File: src/rtl/alu_pkg.sv
// Shared definitions for the ALU and its command sequencer.
//   ALU_WIDTH  : default operand/result width
//   OP_*       : 3-bit ALU opcodes
//   seq_state_t: sequencer FSM states
package alu_pkg;

  localparam int ALU_WIDTH = 4;

  localparam logic [2:0] OP_ADD = 3'b000;
  localparam logic [2:0] OP_SUB = 3'b001;
  localparam logic [2:0] OP_AND = 3'b010;
  localparam logic [2:0] OP_OR  = 3'b011;
  localparam logic [2:0] OP_XOR = 3'b100;
  localparam logic [2:0] OP_NOT = 3'b101;
  localparam logic [2:0] OP_SHL = 3'b110;
  localparam logic [2:0] OP_SHR = 3'b111;

  typedef enum logic [1:0] {
    IDLE  = 2'd0,
    DRIVE = 2'd1,
    RESP  = 2'd2
  } seq_state_t;

endpackage

File: src/rtl/alu_cmd_sequencer.sv
// Initiator side of the ALU operand/result interface.
// Takes a command (a, b, sel, chain) over a valid/ready channel, drives
// registered operands into a combinational ALU, waits SETTLE_CYCLES, samples
// result/carry/zero and returns them over a valid/ready response channel.
// The last sampled result is kept in an accumulator that a chained command
// uses as operand a.
// Ports:
//   clk, rst                      clock, synchronous active-high reset
//   cmd_valid/cmd_ready           command handshake
//   cmd_a/cmd_b/cmd_sel/cmd_chain command payload
//   alu_a/alu_b/alu_sel           registered operands to the ALU
//   alu_result/carry/zero         ALU outputs, sampled at end of settle window
//   rsp_valid/rsp_ready           response handshake
//   rsp_result/carry/zero         sampled response payload
//   op_count                      accepted responses, wraps
module alu_cmd_sequencer
  import alu_pkg::*;
#(
  parameter int WIDTH         = ALU_WIDTH,
  parameter int SETTLE_CYCLES = 1,
  parameter int CNT_W         = 8
) (
  input  logic             clk,
  input  logic             rst,
  input  logic             cmd_valid,
  output logic             cmd_ready,
  input  logic [WIDTH-1:0] cmd_a,
  input  logic [WIDTH-1:0] cmd_b,
  input  logic [2:0]       cmd_sel,
  input  logic             cmd_chain,
  output logic [WIDTH-1:0] alu_a,
  output logic [WIDTH-1:0] alu_b,
  output logic [2:0]       alu_sel,
  input  logic [WIDTH-1:0] alu_result,
  input  logic             alu_carry,
  input  logic             alu_zero,
  output logic             rsp_valid,
  input  logic             rsp_ready,
  output logic [WIDTH-1:0] rsp_result,
  output logic             rsp_carry,
  output logic             rsp_zero,
  output logic [CNT_W-1:0] op_count
);

  // Settle counter is loaded with SETTLE_CYCLES-1 so that the sample lands
  // exactly SETTLE_CYCLES edges after acceptance.
  localparam logic [3:0] SETTLE_LOAD = 4'(SETTLE_CYCLES - 1);

  seq_state_t       state, state_nxt;
  logic [3:0]       settle_cnt;
  logic [WIDTH-1:0] acc;

  // Handshake qualifiers; cmd_ready/rsp_valid come from registered state.
  logic cmd_fire, rsp_fire, sample_now;

  assign cmd_fire   = (state == IDLE) && cmd_valid;
  assign rsp_fire   = (state == RESP) && rsp_valid && rsp_ready;
  assign sample_now = (state == DRIVE) && (settle_cnt == 4'd0);

  always_comb begin
    state_nxt = state;
    cmd_ready = 1'b0;
    case (state)
      IDLE: begin
        cmd_ready = 1'b1;
        if (cmd_valid) state_nxt = DRIVE;
      end
      DRIVE: if (settle_cnt == 4'd0) state_nxt = RESP;
      RESP:  if (rsp_valid && rsp_ready) state_nxt = IDLE;
      default: state_nxt = IDLE;
    endcase
  end

  always_ff @(posedge clk) begin
    if (rst) begin
      state      <= IDLE;
      settle_cnt <= 4'd0;
      alu_a      <= '0;
      alu_b      <= '0;
      alu_sel    <= 3'd0;
      acc        <= '0;
      rsp_valid  <= 1'b0;
      rsp_result <= '0;
      rsp_carry  <= 1'b0;
      rsp_zero   <= 1'b0;
      op_count   <= '0;
    end else begin
      state <= state_nxt;

      // Operands only change on acceptance; they persist through IDLE/RESP.
      if (cmd_fire) begin
        alu_a      <= cmd_chain ? acc : cmd_a;
        alu_b      <= cmd_b;
        alu_sel    <= cmd_sel;
        settle_cnt <= SETTLE_LOAD;
      end else if (state == DRIVE && settle_cnt != 4'd0) begin
        settle_cnt <= settle_cnt - 4'd1;
      end

      if (sample_now) begin
        rsp_result <= alu_result;
        rsp_carry  <= alu_carry;
        rsp_zero   <= alu_zero;
        acc        <= alu_result;
        rsp_valid  <= 1'b1;
      end else if (rsp_fire) begin
        rsp_valid <= 1'b0;
        op_count  <= op_count + {{(CNT_W-1){1'b0}}, 1'b1};
      end
    end
  end

endmodule

File: config.mk
export PLATFORM = sky130hd
export DESIGN_NAME = alu_cmd_sequencer
export DESIGN_NICKNAME = d
export VERILOG_FILES = /design/src/rtl/alu_pkg.sv /design/src/rtl/alu_cmd_sequencer.sv
export SDC_FILE = /design/constraint.sdc
export NUM_CORES = 1
export LEC_CHECK = 0
export CORE_MARGIN = 2
export CORE_UTILIZATION = 47
export CTS_CLUSTER_DIAMETER = 40
export DETAILED_ROUTE_END_ITERATION = 10
export GPL_ROUTABILITY_DRIVEN = 0
export MAX_ROUTING_LAYER = met4
export PLACE_DENSITY = 0.84
export SYNTH_ARGS = -nofsm -noshare
export SYNTH_HDL_FRONTEND = slang
export SYNTH_SLANG_ARGS = --single-unit
File: constraint.sdc
create_clock -name clk -period 3.8 [get_ports clk]
set_input_delay 0.95 -clock clk [delete_from_list [all_inputs] [get_ports clk]]
set_output_delay 0.95 -clock clk [all_outputs]
set_load 0.05 [all_outputs]
==> results_tabular.tex <==
\begin{tabular}{lr}
\hline
Metric & Value \\
\hline
\multicolumn{2}{l}{\textbf{Worst setup path}} \\
Max FO, Critical Path & 6 \\
Startpoint kind of the worst setup timing path & flop \\
Data required time of the critical path & 2850 ps \\
Crit-path cells & nor2\_1 > clkdlybuf4s50\_1 \\
Stages on the worst setup path & 2 \\
CP arrival & $\sim$1600 ps \\
Largest delay contributor family on the critical path & buffers and inverters \\
Category of the critical setup timing path & flop to output pin \\
Worst path bufs/invs & 1 \\
Delay of the slowest cell on the worst path & 810 ps \\
Highest-delay cell along the critical path & sky130\_fd\_sc\_hd\_\_clkdlybuf4s50\_1 \\
Crit end category & output pin \\
R2r worst-path depth & 3 \\
\multicolumn{2}{l}{\textbf{Global routing}} \\
Number of antenna violations at the first check in global routing & 0 \\
Met2 usage & 37.2\% \\
Most congested layer reported by global routing & met2 \\
Maximum number of pins on one net before global-route repair & 30 \\
Gr ovfl total & 0 \\
GR met1 Demand/Resource & 26.4\% \\
Via count of the first global-routing pass & 1347 \\
Met3 Usage GRT & 5.67\% \\
Total global routing track utilization & between 20\% and 30\% \\
Wire length of the first global-routing pass & $\sim$5.7 mm \\
\multicolumn{2}{l}{\textbf{Layout}} \\
Net count reported at finish & $\sim$220 \\
Inserted Diodes & 0 \\
Area growth syn-to-layout & 41.3\% \\
Layout Cell Area excl Fill & 1890 sq um \\
Layout cells sized above 1 & 6.12\% \\
\multicolumn{2}{l}{\textbf{Synthesis}} \\
Main combinational cell family by area after synthesis & simple AND/OR/NAND/NOR gates \\
Post-synthesis xor/xnor area fraction & 0.654\% \\
Dominant cells by area after synthesis & sky130\_fd\_sc\_hd\_\_dfxtp\_1, sky130\_fd\_sc\_hd\_\_mux2i\_1, sky130\_fd\_sc\_hd\_\_a21oi\_1, sky130\_fd\_sc\_hd\_\_nor2\_1, sky130\_fd\_sc\_hd\_\_or4\_1 \\
Area share of and/or/nand/nor cells after synthesis & 19.4\% \\
Mux cell area share after synthesis & 8.96\% \\
Post-synthesis average cell area & 9.05 sq um \\
Synth Warn \# & 0 \\
Post-synth top area cell & sky130\_fd\_sc\_hd\_\_dfxtp\_1 \\
Synth Area in Compound Gates & 16.5\% \\
Synth cell types & 28 \\
Top cell type's share of synthesized area & 47.8\% \\
Net count after synthesis & 172 \\
Register bit count reported by yosys & 32 \\
Part of the Yosys area used for sequential elements & between 40 and 50\% \\
Post-synthesis share of cell area spent on full adders, half adders and majority gates & 1.87\% \\
Mapped Cells & 148 \\
Synth Cell Area & 1340 sq um \\
\multicolumn{2}{l}{\textbf{Pwr}} \\
Share of total power in the clock network & 27.9\% \\
Portion of total power attributed to combinational logic & 22.0\% \\
Lkg Pwr & around 0.69 nW \\
Power per cell area & 383 nW/um\^{}2 \\
Switching power summed over all nets & 0.000218 W \\
Part of the total power dissipated in sequential elements & $\sim$50\% \\
Total power draw & 0.000725 W \\
Switching power as a share of total power & 30.0\% \\
Internal power & approximately 0.00051 W \\
Largest voltage drop on the vdd net & 0.000342 V \\
\multicolumn{2}{l}{\textbf{STA}} \\
Final TNS setup & 0 ps \\
Final-report hold violation count & 0 \\
Remaining max-slew budget at the tightest pin & 50.7\% \\
Final setup vio count & 0 \\
Unrepaired setup endpoints after global routing & no \\
Worst clock skew on the final layout & 4.54 ps \\
Period utilization & between 60\% and 70\% \\
Highest Clock Rate & 0.390 GHz \\
Final critical path time including I/O delays and setup & 2570 ps \\
Tightest hold margin & 482 ps \\
Worst setup slack after layout & 1230 ps \\
Number of max-slew violations in the final report & 0 \\
Measured slew at the worst slew-check pin & around 740 ps \\
\multicolumn{2}{l}{\textbf{Route}} \\
Ratio of routed vias to standard cells & 5.66 \\
Overall via count from detail\_route & roughly 1.3k \\
Antenna Nets Post-Route & 0 \\
Number of search-and-repair iterations in the first detailed-routing pass & 4 \\
Final wirelength & 3.33 mm \\
Remaining routing DRC violations & 0 \\
Routed len/inst & 14.7 um \\
Detailed router's first-iteration violation count & 42 \\
\multicolumn{2}{l}{\textbf{Clock tree}} \\
Number of buffers added to fix hold violations after cts & 0 \\
Count of buffers added by post-CTS timing repair for setup & 0 \\
Clock slew at the register clock pins of the worst setup and hold paths & 100 ps \\
Post\_cts resized & 0 \\
Num Clock Sinks & 32 \\
Worst-skew pair later-pin latency & $\sim$320 ps \\
Max clock buf depth & 2 \\
TritonCTS clock tree & built \\
Cell at the root of the clock tree & sky130\_fd\_sc\_hd\_\_clkbuf\_4 \\
H-Tree Level Count & 2 \\
Number of CTS-inserted buffers & 5 \\
\multicolumn{2}{l}{\textbf{Min path}} \\
Worst hold path cell count & 2 \\
Worst hold path type & flop to flop \\
\multicolumn{2}{l}{\textbf{Floorplanning}} \\
Die Wd & 57.4 um \\
Placeable core region & between 2000 and 3000 sq um \\
Floorplan die height & 57.4 um \\
Floorplan die area & 3290 sq um \\
Number of I/O pins & 49 \\
Floorplan row count & 19 \\
Initial cell density of the core & 49.0\% \\
\multicolumn{2}{l}{\textbf{Flow run}} \\
Max\_cap viols & 0 \\
\multicolumn{2}{l}{\textbf{Place}} \\
Placed instance area & 1830 sq um \\
Pre-CTS setup slack & approximately 1100 ps \\
Total half-perimeter wirelength after legalization and detailed placement & 2.46 mm \\
Port Buf Inserts & 48 \\
\multicolumn{2}{l}{\textbf{Run status}} \\
Status & finished, final reports clean \\
\hline
\end{tabular}
## worst reg2reg max path: cells and delay by family (launching register included)
kind / cells / cell delay (ps)
DFF: 1 / 460
AOI/OAI and AO/OA: 1 / 170
and+or+nand+nor: 2 / 970
## cells by family after synthesis
group	Yosys count
XOR/XNOR	1
AND/OR/NAND/NOR	47
adder cells (fa/ha/maj)	2
flip-flops	32
multiplexers	12
AO/OA/AOI/OAI	39
buffers and inverters	15
## Yosys cell counts (all sizes together)
| master | number |
|---|---|
| dfxtp | 32 |
| a21oi | 19 |
| nor2 | 15 |
| mux2i | 12 |
| o21ai | 10 |
| nand3 | 8 |
| or4 | 7 |
| nand2 | 6 |
| buf | 5 |
| clkbuf | 5 |
| inv | 5 |
| o31ai | 5 |
| a211oi | 4 |
| ha | 2 |
| nor3b | 2 |
| or3 | 2 |
| a311oi | 1 |
| nand2b | 1 |
| nand3b | 1 |
| nand4 | 1 |
| nand4b | 1 |
| nor2b | 1 |
| or2 | 1 |
| or3b | 1 |
| xor2 | 1 |
## layer usage
| metal | wire [um] | up-vias | part of all wire (%) |
|---|---|---|---|
| met4 | 44 | 0 | 1.3 |
| li1 | - | 625 | - |
| met3 | 196 | 6 | 5.9 |
| met5 | 0 | - | 0 |
| met1 | 1420 | 615 | 43 |
| met2 | 1670 | 39 | 50 |
## flip-flops by register name, summed over array words and instances, names as in the netlist
signal / cells
rsp_zero: 1
acc: 4
state: 2
op_count: 8
settle_cnt: 4
alu_a: 4
alu_b: 4
rsp_carry: 1
rsp_valid: 1
alu_sel: 3
## final timing paths
| kind | slack [ps] | endpoint | startpoint |
|---|---|---|---|
| worst max-delay path | 1230 | cmd_ready | state[1] |
| worst min-delay path | 480 | rsp_zero | rsp_zero |
| worst max register to register | 2130 | op_count[5] | state[1] |
| worst min register to register | 480 | rsp_zero | rsp_zero |
## final cells by class
cell class	count	area (sq um)
tap	31	38.8
timing repair buffer	50	495
multi-input combinational	101	641
sequential	32	641
clock buffer	8	58.8
inverter	5	18.8
fill	237	841
## cells in the final DEF (no fill, tap or decap), drive strengths merged, types with 5 or more instances in the layout
cell type       n
mux2i          12
clkdlybuf4s50  48
clkbuf          8
nor2           15
nand3           8
a21oi          19
inv             5
o21ai          10
nand2           6
o31ai           5
dfxtp          32
or4             7
## metrics by stage
step                utilization, %  std cells
CTS                           69.2        227
finish                        69.2        227
global route                  69.2        227
detailed placement            67.1        219
global placement              67.1        219
floorplan                        -        148
## power by group through the flow
stage | combinational, W | clock (W) | sequential (W)
floorplan | 0.0000492 | 0 | 0.000418
finish | 0.000159 | 0.000202 | 0.000363
CTS | 0.000160 | 0.000204 | 0.000363
detailed placement | 0.000160 | 0 | 0.000371
global route | 0.000169 | 0.000216 | 0.000366
global placement | 0.000156 | 0 | 0.000370
(Power assumes the default switching activity.)
